$ cat src/rtl/cpu7_mem_arb_if.sv
// Bus bundle between the fetch path, the load/store unit, the arbiter and the memory port.
// The slave modport is the arbiter's view; master is the view of the surrounding requesters and memory.
interface cpu7_mem_arb_if;
  logic         ifu_req;
  logic [31:0]  ifu_addr;
  logic         ifu_cancel;
  logic         ifu_addr_ok;
  logic         ifu_valid;
  logic [127:0] ifu_rdata;
  logic         ifu_ex;

  logic         lsu_req;
  logic         lsu_wr;
  logic [3:0]   lsu_wstrb;
  logic [31:0]  lsu_addr;
  logic [31:0]  lsu_wdata;
  logic         lsu_addr_ok;
  logic         lsu_valid;
  logic [31:0]  lsu_rdata;
  logic         lsu_ex;

  logic         mem_req;
  logic         mem_wr;
  logic [3:0]   mem_wstrb;
  logic [31:0]  mem_addr;
  logic [31:0]  mem_wdata;
  logic         mem_addr_ok;
  logic         mem_valid;
  logic [127:0] mem_rdata;
  logic         mem_err;

  modport slave (
    input  ifu_req, ifu_addr, ifu_cancel,
    output ifu_addr_ok, ifu_valid, ifu_rdata, ifu_ex,
    input  lsu_req, lsu_wr, lsu_wstrb, lsu_addr, lsu_wdata,
    output lsu_addr_ok, lsu_valid, lsu_rdata, lsu_ex,
    output mem_req, mem_wr, mem_wstrb, mem_addr, mem_wdata,
    input  mem_addr_ok, mem_valid, mem_rdata, mem_err
  );

  modport master (
    output ifu_req, ifu_addr, ifu_cancel,
    input  ifu_addr_ok, ifu_valid, ifu_rdata, ifu_ex,
    output lsu_req, lsu_wr, lsu_wstrb, lsu_addr, lsu_wdata,
    input  lsu_addr_ok, lsu_valid, lsu_rdata, lsu_ex,
    input  mem_req, mem_wr, mem_wstrb, mem_addr, mem_wdata,
    output mem_addr_ok, mem_valid, mem_rdata, mem_err
  );
endinterface

$ cat src/rtl/cpu7_mem_arb.sv
// Two-requester memory arbiter: LSU priority with a starvation limit for fetch,
// one outstanding transaction, and absorption of cancelled fetch responses.
module cpu7_mem_arb #(
  parameter int STARVE_LIMIT = 4
) (
  input  logic          clock,
  input  logic          reset,
  cpu7_mem_arb_if.slave bus
);

  localparam logic [2:0] LIMIT = 3'(STARVE_LIMIT);

  typedef enum logic [2:0] {
    IDLE   = 3'd0,
    REQ_I  = 3'd1,
    REQ_D  = 3'd2,
    WAIT_I = 3'd3,
    WAIT_D = 3'd4
  } state_e;

  state_e     state_q, state_d;
  logic [2:0] starve_q, starve_d;
  logic       drop_q, drop_d;

  always_ff @(posedge clock) begin
    if (reset) begin
      state_q  <= IDLE;
      starve_q <= 3'd0;
      drop_q   <= 1'b0;
    end else begin
      state_q  <= state_d;
      starve_q <= starve_d;
      drop_q   <= drop_d;
    end
  end

  always_comb begin
    state_d         = state_q;
    starve_d        = starve_q;
    drop_d          = drop_q;

    bus.ifu_addr_ok = 1'b0;
    bus.ifu_valid   = 1'b0;
    bus.ifu_rdata   = 128'd0;
    bus.ifu_ex      = 1'b0;
    bus.lsu_addr_ok = 1'b0;
    bus.lsu_valid   = 1'b0;
    bus.lsu_rdata   = 32'd0;
    bus.lsu_ex      = 1'b0;
    bus.mem_req     = 1'b0;
    bus.mem_wr      = 1'b0;
    bus.mem_wstrb   = 4'd0;
    bus.mem_addr    = 32'd0;
    bus.mem_wdata   = 32'd0;

    unique case (state_q)
      IDLE: begin
        drop_d = 1'b0;
        // A contested LSU grant is only possible below the limit, so +1 saturates at LIMIT.
        if (bus.lsu_req && (!bus.ifu_req || (starve_q != LIMIT))) begin
          state_d  = REQ_D;
          starve_d = bus.ifu_req ? (starve_q + 3'd1) : 3'd0;
        end else if (bus.ifu_req) begin
          state_d  = REQ_I;
          starve_d = 3'd0;
        end
      end

      REQ_I: begin
        bus.mem_req     = 1'b1;
        bus.mem_addr    = bus.ifu_addr;
        bus.ifu_addr_ok = bus.mem_addr_ok;
        if (bus.ifu_cancel) begin
          drop_d = 1'b1;
        end
        if (bus.mem_addr_ok) begin
          state_d = WAIT_I;
        end
      end

      REQ_D: begin
        bus.mem_req     = 1'b1;
        bus.mem_wr      = bus.lsu_wr;
        bus.mem_wstrb   = bus.lsu_wstrb;
        bus.mem_addr    = bus.lsu_addr;
        bus.mem_wdata   = bus.lsu_wdata;
        bus.lsu_addr_ok = bus.mem_addr_ok;
        if (bus.mem_addr_ok) begin
          state_d = WAIT_D;
        end
      end

      WAIT_I: begin
        if (bus.mem_valid) begin
          // A cancel coinciding with the beat suppresses it just like an earlier one.
          bus.ifu_valid = !(drop_q || bus.ifu_cancel);
          if (bus.ifu_valid) begin
            bus.ifu_rdata = bus.mem_rdata;
            bus.ifu_ex    = bus.mem_err;
          end
          drop_d  = 1'b0;
          state_d = IDLE;
        end else if (bus.ifu_cancel) begin
          drop_d = 1'b1;
        end
      end

      WAIT_D: begin
        if (bus.mem_valid) begin
          bus.lsu_valid = 1'b1;
          bus.lsu_rdata = bus.mem_rdata[31:0];
          bus.lsu_ex    = bus.mem_err;
          state_d       = IDLE;
        end
      end

      default: begin
        state_d = IDLE;
      end
    endcase
  end

endmodule

$ cat src/flat_wrapper.sv
// flat-port wrapper written by rule: the top's interface ports become plain ports
module cpu7_mem_arb_flat 
#(
  parameter int STARVE_LIMIT = 4
)
  (clock, reset, bus_ifu_req, bus_ifu_addr, bus_ifu_cancel, bus_ifu_addr_ok, bus_ifu_valid, bus_ifu_rdata, bus_ifu_ex, bus_lsu_req, bus_lsu_wr, bus_lsu_wstrb, bus_lsu_addr, bus_lsu_wdata, bus_lsu_addr_ok, bus_lsu_valid, bus_lsu_rdata, bus_lsu_ex, bus_mem_req, bus_mem_wr, bus_mem_wstrb, bus_mem_addr, bus_mem_wdata, bus_mem_addr_ok, bus_mem_valid, bus_mem_rdata, bus_mem_err);
  cpu7_mem_arb_if bus_i ();
  input  logic clock;
  input  logic reset;
  input wire logic [$bits(bus_i.ifu_req)-1:0] bus_ifu_req;
  input wire logic [$bits(bus_i.ifu_addr)-1:0] bus_ifu_addr;
  input wire logic [$bits(bus_i.ifu_cancel)-1:0] bus_ifu_cancel;
  output wire logic [$bits(bus_i.ifu_addr_ok)-1:0] bus_ifu_addr_ok;
  output wire logic [$bits(bus_i.ifu_valid)-1:0] bus_ifu_valid;
  output wire logic [$bits(bus_i.ifu_rdata)-1:0] bus_ifu_rdata;
  output wire logic [$bits(bus_i.ifu_ex)-1:0] bus_ifu_ex;
  input wire logic [$bits(bus_i.lsu_req)-1:0] bus_lsu_req;
  input wire logic [$bits(bus_i.lsu_wr)-1:0] bus_lsu_wr;
  input wire logic [$bits(bus_i.lsu_wstrb)-1:0] bus_lsu_wstrb;
  input wire logic [$bits(bus_i.lsu_addr)-1:0] bus_lsu_addr;
  input wire logic [$bits(bus_i.lsu_wdata)-1:0] bus_lsu_wdata;
  output wire logic [$bits(bus_i.lsu_addr_ok)-1:0] bus_lsu_addr_ok;
  output wire logic [$bits(bus_i.lsu_valid)-1:0] bus_lsu_valid;
  output wire logic [$bits(bus_i.lsu_rdata)-1:0] bus_lsu_rdata;
  output wire logic [$bits(bus_i.lsu_ex)-1:0] bus_lsu_ex;
  output wire logic [$bits(bus_i.mem_req)-1:0] bus_mem_req;
  output wire logic [$bits(bus_i.mem_wr)-1:0] bus_mem_wr;
  output wire logic [$bits(bus_i.mem_wstrb)-1:0] bus_mem_wstrb;
  output wire logic [$bits(bus_i.mem_addr)-1:0] bus_mem_addr;
  output wire logic [$bits(bus_i.mem_wdata)-1:0] bus_mem_wdata;
  input wire logic [$bits(bus_i.mem_addr_ok)-1:0] bus_mem_addr_ok;
  input wire logic [$bits(bus_i.mem_valid)-1:0] bus_mem_valid;
  input wire logic [$bits(bus_i.mem_rdata)-1:0] bus_mem_rdata;
  input wire logic [$bits(bus_i.mem_err)-1:0] bus_mem_err;
  assign bus_i.ifu_req = bus_ifu_req;
  assign bus_i.ifu_addr = bus_ifu_addr;
  assign bus_i.ifu_cancel = bus_ifu_cancel;
  assign bus_ifu_addr_ok = bus_i.ifu_addr_ok;
  assign bus_ifu_valid = bus_i.ifu_valid;
  assign bus_ifu_rdata = bus_i.ifu_rdata;
  assign bus_ifu_ex = bus_i.ifu_ex;
  assign bus_i.lsu_req = bus_lsu_req;
  assign bus_i.lsu_wr = bus_lsu_wr;
  assign bus_i.lsu_wstrb = bus_lsu_wstrb;
  assign bus_i.lsu_addr = bus_lsu_addr;
  assign bus_i.lsu_wdata = bus_lsu_wdata;
  assign bus_lsu_addr_ok = bus_i.lsu_addr_ok;
  assign bus_lsu_valid = bus_i.lsu_valid;
  assign bus_lsu_rdata = bus_i.lsu_rdata;
  assign bus_lsu_ex = bus_i.lsu_ex;
  assign bus_mem_req = bus_i.mem_req;
  assign bus_mem_wr = bus_i.mem_wr;
  assign bus_mem_wstrb = bus_i.mem_wstrb;
  assign bus_mem_addr = bus_i.mem_addr;
  assign bus_mem_wdata = bus_i.mem_wdata;
  assign bus_i.mem_addr_ok = bus_mem_addr_ok;
  assign bus_i.mem_valid = bus_mem_valid;
  assign bus_i.mem_rdata = bus_mem_rdata;
  assign bus_i.mem_err = bus_mem_err;
  cpu7_mem_arb #(.STARVE_LIMIT(STARVE_LIMIT)) u_core (.clock(clock), .reset(reset), .bus(bus_i));
endmodule
$ cat config.mk
export PLATFORM = sky130hd
export DESIGN_NAME = cpu7_mem_arb_flat
export DESIGN_NICKNAME = d
export VERILOG_FILES = /design/src/rtl/cpu7_mem_arb_if.sv /design/src/rtl/cpu7_mem_arb.sv /design/src/flat_wrapper.sv
export SDC_FILE = /design/constraint.sdc
export NUM_CORES = 1
export LEC_CHECK = 0
export CAP_MARGIN = 10
export CORE_AREA = 2 2 183 185
export CTS_BUF_LIST = sky130_fd_sc_hd__clkbuf_8
export DETAILED_ROUTE_END_ITERATION = 10
export DIE_AREA = 0 0 185 187
export GPL_TIMING_DRIVEN = 0
export HOLD_SLACK_MARGIN = 0.08
export PLACE_DENSITY_LB_ADDON = 0.1
export SLEW_MARGIN = 10
export SYNTH_ARGS = -nofsm -noshare
export SYNTH_HDL_FRONTEND = slang
export SYNTH_SLANG_ARGS = --single-unit
$ cat constraint.sdc
create_clock -name clock -period 2.8 [get_ports clock]
set_input_delay 0.42 -clock clock [delete_from_list [all_inputs] [get_ports clock]]
set_output_delay 0.42 -clock clock [all_outputs]
set_load 0.05 [all_outputs]
==> impl_metrics.toml, run 1 <==
[synth]
synth_async_sr_flop_share_pct = 0
synth_area_mm2 = 0.00223
yosysSeqAreaShare_pct = 6.27
synth_cell_types = 33
synth_cells = 324
synth-seq-cells = 7
synth_edf_count = 0
ys.flop_type = "dfxtp_1"
syn-mean-instance-area_um2 = 6.90
syn_nets = 563
yosys_warnings = 0

[grt]
met1_usage_pct = 10.7
track_usage_pct = 11.3
grtUsageMet3_pct = 3.80
grt_pass1_wl_um = 28600
antenna_found_initial = 5
gr-total-overflow = 0
met2_usage_pct = 23.6
grt_pass1_vias = 4203
grt_start_max_net_pins = 11
grt_busiest_layer = "met2"

[timing]
tightest_slew_ps = 527
hold_viol = 0
finalWorstSetupSlack_ps = 128
rsz0062_at_grt = "no"
clock_skew_ps = 0.631
maxSlewHeadroom_pct = 64.8
fmax_mhz = 374
final.setup.tns_ps = 0
min_period_ps = 2670
final-max-slew-violation-count = 0
setup_viol_count_final = 0
fin_crit_sh_pct = 95.4

[power]
leakage_nw = 3.31
power_mw = 2.20
peakVddDrop_mv = 0.229
powerDensity_mw_per_mm2 = 321

[cells_and_area]
mostFrequentLayoutCells = "clkdlybuf4s50_1, and2_1, clkbuf_2, buf_2, dlygate4sd2_1"
drive_gt1_share_pct = 25.2
syn2layout_area_growth_pct = 206
fillers = 3800
nets = 1043
final_common_cell = "clkdlybuf4s50_1"

[setup_path]
worstSetupPathType = "flip-flop to output pin"
r2r_start = "u_core.starve_q[0]"
critPathMaxStageDelay_ps = 710
slowest_stage = "clkdlybuf4s50_1"
setup.worst_path.start = "u_core.state_q[1]"
cp-end-kind = "output pin"
crit_required_ps = 2380
r2r.worst_path.cells = 6
worstPathCellList = "buf_2 -> buf_2 -> nor3_4 -> buf_4 -> buf_4 -> or2_2 -> clkdlybuf4s50_1"
reg2reg_setup_slack_ps = 1430
worstPathArrival_ps = 2250
critPathCapture = "bus_mem_req"
cp-start-kind = "flip-flop"
crit_fanout = 10
r2r-end = "u_core.state_q[1]"

[place]
place_ws_ps = -667
dpl.hpwl_um = 19400
port_buffers = 472
gp_congestion = 0.746

[cts]
cts_buffer_depth = 2
cts-root-buf = "clkbuf_8"
clock-sinks = 7
cts_hold_buf = 0
htreeDepth = 1
path_clk_slew_ps = 40
cts_tree = "built"
numCtsBuffers = 3
clock_latency_ps = 230

[status]
outcome = "complete, no violations"

[floorplan]
core_area_mm2 = 0.0329
num_rows = 67
io_pins = 473
die_x_um = 185
start_util_pct = 6.80
die_h_um = 187
die-area_mm2 = 0.0346

[drt]
route.vias.total = 4048
wl_um = 21100
ant_nets = 0
avgRoutedWirePerCell_um = 16.8
dr.pass1.iters = 4
drtIter0Drc = 73
drc = 0
routed_via_density = 3.23

[min_path]
min_path_type = "flip-flop to flip-flop"

[job]
drv_cap = 0
-- cell families (layout without fill, tap and decap cells) --
family                   count (synthesis)  count (layout)  synth area share, %
AO/OA/AOI/OAI                           48              48                 17.1
adder cells (fa/ha/maj)                  2               2                 1.12
buffers and inverters                   37             516                 11.0
flip-flops                               7               7                 6.27
multiplexers                             2               2                0.896
other                                    0               3                    0
AND/OR/NAND/NOR                        228             228                 63.6
-- metal layers --
metal	routed length [um]	part of all wire, %
met5	12	0.057
met3	2360	11
met2	11600	55
met1	6940	33
met4	224	1.1
-- layout make-up --
class | instances | area (um2) | share of cell area (%)
repair buffers | 475 | 3990 | 58.2
multi-input cells | 280 | 1850 | 27.1
well taps | 448 | 561 | 8.18
plain buffers | 33 | 240 | 3.51
flip-flops and latches | 7 | 140 | 2.05
clock buffers | 3 | 41.3 | 0.603
inverters | 4 | 15.0 | 0.219
diodes | 3 | 7.51 | 0.110
clock inverters | 1 | 3.75 | 0.0548
-- power by group --
part / internal [mW] / switching [mW]
combinational: 0.706 / 1.23
clock: 0.0951 / 0.0479
sequential: 0.113 / 0.00582
-- metrics by stage --
| step | hold WS [ps] | std cells | instance area, um2 | util, % |
|---|---|---|---|---|
| finish | 488 | 1254 | 6850 | 20.8 |
| global route | 533 | 1253 | 6850 | 20.8 |
| CTS | 493 | 1251 | 7210 | 21.9 |
| detailed placement | 486 | 1244 | 7520 | 22.9 |
| global placement | 493 | 1244 | 7520 | 22.9 |
| floorplan | 452 | 324 | 2230 | - |
-- Yosys cell counts (all sizes together) (2+ instances only) --
library cell / instances / area, um2
a21oi: 3 / 15.0
a22o: 32 / 280
a22oi: 2 / 15.0
a31oi: 2 / 12.5
and2: 201 / 1260
and3: 3 / 18.8
buf: 25 / 200
clkbuf: 8 / 31.3
dfxtp: 7 / 140
ha: 2 / 25.0
inv: 4 / 15.0
mux2i: 2 / 20.0
nand2: 2 / 7.51
nand3: 2 / 10.0
nor2: 4 / 15.0
nor2b: 3 / 18.8
nor3: 7 / 51.3
o21ai: 6 / 30.0
-- critical path: cells and delay by family, from the launching register on --
family                 cells  cell delay (ps)
buffers and inverters      5             1410
DFF                        1              300
and+or+nand+nor            2              320
-- sequential cells by signal, indices dropped and copies added, names as in the netlist --
name and count:
u_core.starve_q 3, u_core.drop_q 1, u_core.state_q 3
-- worst min-delay path by stage --
stage / from / end / slack, ps / depth (start not counted)
after floorplan: u_core.starve_q[2] / u_core.starve_q[2] / 450 / 2
after global placement: u_core.starve_q[2] / u_core.starve_q[2] / 490 / 2
final: u_core.starve_q[2] / u_core.starve_q[2] / 490 / 2
after global routing: u_core.starve_q[2] / u_core.starve_q[2] / 530 / 2
after detailed placement: u_core.starve_q[2] / u_core.starve_q[2] / 490 / 2
after CTS: u_core.starve_q[2] / u_core.starve_q[2] / 490 / 2
-- repair_timing --
| item | 4_1_cts | 5_1_grt |
|---|---|---|
| pin swaps | 1 | 0 |
| resized for setup | 561 | 152 |
| setup endpoints to repair | 235 | 109 |
| buffers inserted | 3 | 0 |
Note: power is estimated with default switching activity, not from simulation.
==> run 2, diff against run 1 <==
CTS_BUF_LIST = sky130_fd_sc_hd__clkbuf_16   (was sky130_fd_sc_hd__clkbuf_8)
==> impl_metrics.toml, run 2 (same netlist as run 1, synthesis figures left out) <==
[timing]
rsz0062_at_grt = "no"
maxSlewHeadroom_pct = 64.8
fin_crit_sh_pct = 95.7
whs_ps = 487
tightest_slew_ps = 527
clock_skew_ps = 0.365
fmax_mhz = 373
hold_viol = 0
min_period_ps = 2680
setup_viol_count_final = 0
final-max-slew-violation-count = 0

[grt]
gr-total-overflow = 0
grt_pass1_wl_um = 28600
grt_start_max_net_pins = 11
track_usage_pct = 11.4
antenna_found_initial = 5
grt_pass1_vias = 4218

[cells_and_area]
reg_top3 = "u_core.starve_q x3, u_core.state_q x3, u_core.drop_q x1"
fillers = 3793
final_util_pct = 21.0
drive_gt1_share_pct = 24.7
nets = 1043
final_common_cell = "clkdlybuf4s50_1"
mostFrequentLayoutCells = "clkdlybuf4s50_1, and2_1, clkbuf_2, buf_2, dlygate4sd2_1"
syn2layout_area_growth_pct = 209

[floorplan]
die_h_um = 187
io_pins = 473
core_area_mm2 = 0.0329
die_x_um = 185
die-area_mm2 = 0.0346
num_rows = 67
start_util_pct = 6.80

[place]
port_buffers = 472
dpl.hpwl_um = 19400
gp_congestion = 0.746

[job]
drv_cap = 0

[drt]
routed_via_density = 3.22
drc = 0
wl_um = 21100
route.vias.total = 4043
avgRoutedWirePerCell_um = 16.8
dr.pass1.iters = 4
drtIter0Drc = 78
ant_nets = 0

[cts]
cts_tree = "built"
clock_latency_ps = 230
cts_hold_buf = 0
path_clk_slew_ps = 40
htreeDepth = 1
cts_buffer_depth = 2
cts-root-buf = "clkbuf_16"
numCtsBuffers = 3
clock-sinks = 7

[power]
leakage_nw = 3.33
peakVddDrop_mv = 0.255
powerDensity_mw_per_mm2 = 333

[setup_path]
cp-start-kind = "flip-flop"
worstSetupPathType = "flip-flop to output pin"
worstPathArrival_ps = 2260
cp-end-kind = "output pin"
crit_required_ps = 2380
crit_fanout = 10

[min_path]
min_path_type = "flip-flop to flip-flop"

[status]
outcome = "complete, no violations"
-- run 2: where the power goes --
part           internal [mW]  switching (mW)  leakage, nW
clock                  0.186          0.0553       0.0423
sequential             0.113         0.00606       0.0572
combinational          0.709            1.23         3.23
-- run 2: path summary, 6_finish.rpt --
path / from / to / slack (ps) / depth (start not counted)
setup / recovery: u_core.state_q[1] / bus_mem_req / 120 / 7
hold / removal: u_core.starve_q[2] / u_core.starve_q[2] / 490 / 2
setup reg to reg: u_core.starve_q[0] / u_core.state_q[1] / 1440 / 6
hold reg to reg: u_core.starve_q[2] / u_core.starve_q[2] / 490 / 2
-- run 2: final cells by class --
cell class	count	area, um2	area share, %
buffer	33	240	3.48
sequential	7	140	2.03
clock inverter	1	3.75	0.0544
multi-input combinational	280	1850	26.9
antenna	3	7.51	0.109
timing repair buffer	475	4000	58.0
inverter	4	15.0	0.218
tap	448	561	8.12
clock buffer	3	75.1	1.09
-- run 2: stage by stage --
| stage | cells | total power [mW] | TNS (ps) | instance area [um2] | setup WS [ps] |
|---|---|---|---|---|---|
| floorplan | 324 | 1.32 | 0 | 2230 | 747 |
| global placement | 1244 | 2.25 | -86350 | 7520 | -662 |
| detailed placement | 1244 | 2.23 | -88950 | 7520 | -667 |
| CTS | 1251 | 2.35 | 0 | 7250 | 11.4 |
| global route | 1253 | 2.43 | 0 | 6900 | 0.314 |
| finish | 1254 | 2.30 | 0 | 6900 | 121 |
-- run 2: layer usage --
metal	track usage, %	vias up	wire (um)
met5	0	-	12
met4	1.37	2	210
met3	3.80	8	2360
met2	23.6	281	11600
met1	10.7	1734	6950
li1	-	2018	-
-- run 2: critical path, cell delays in order, from the launching register on --
cell and delay, ps:
dfxtp_1 300, buf_2 170, buf_2 240, nor3_4 50, buf_4 150, buf_4 140
or2_2 270, clkdlybuf4s50_1 710
-- run 2: timing repair --
item / CTS / global route
buffers inserted: 3 / 0
setup endpoints to repair: 235 / 107
resized for setup: 561 / 146
pin swaps: 1 / 0
cloned: 0 / 0
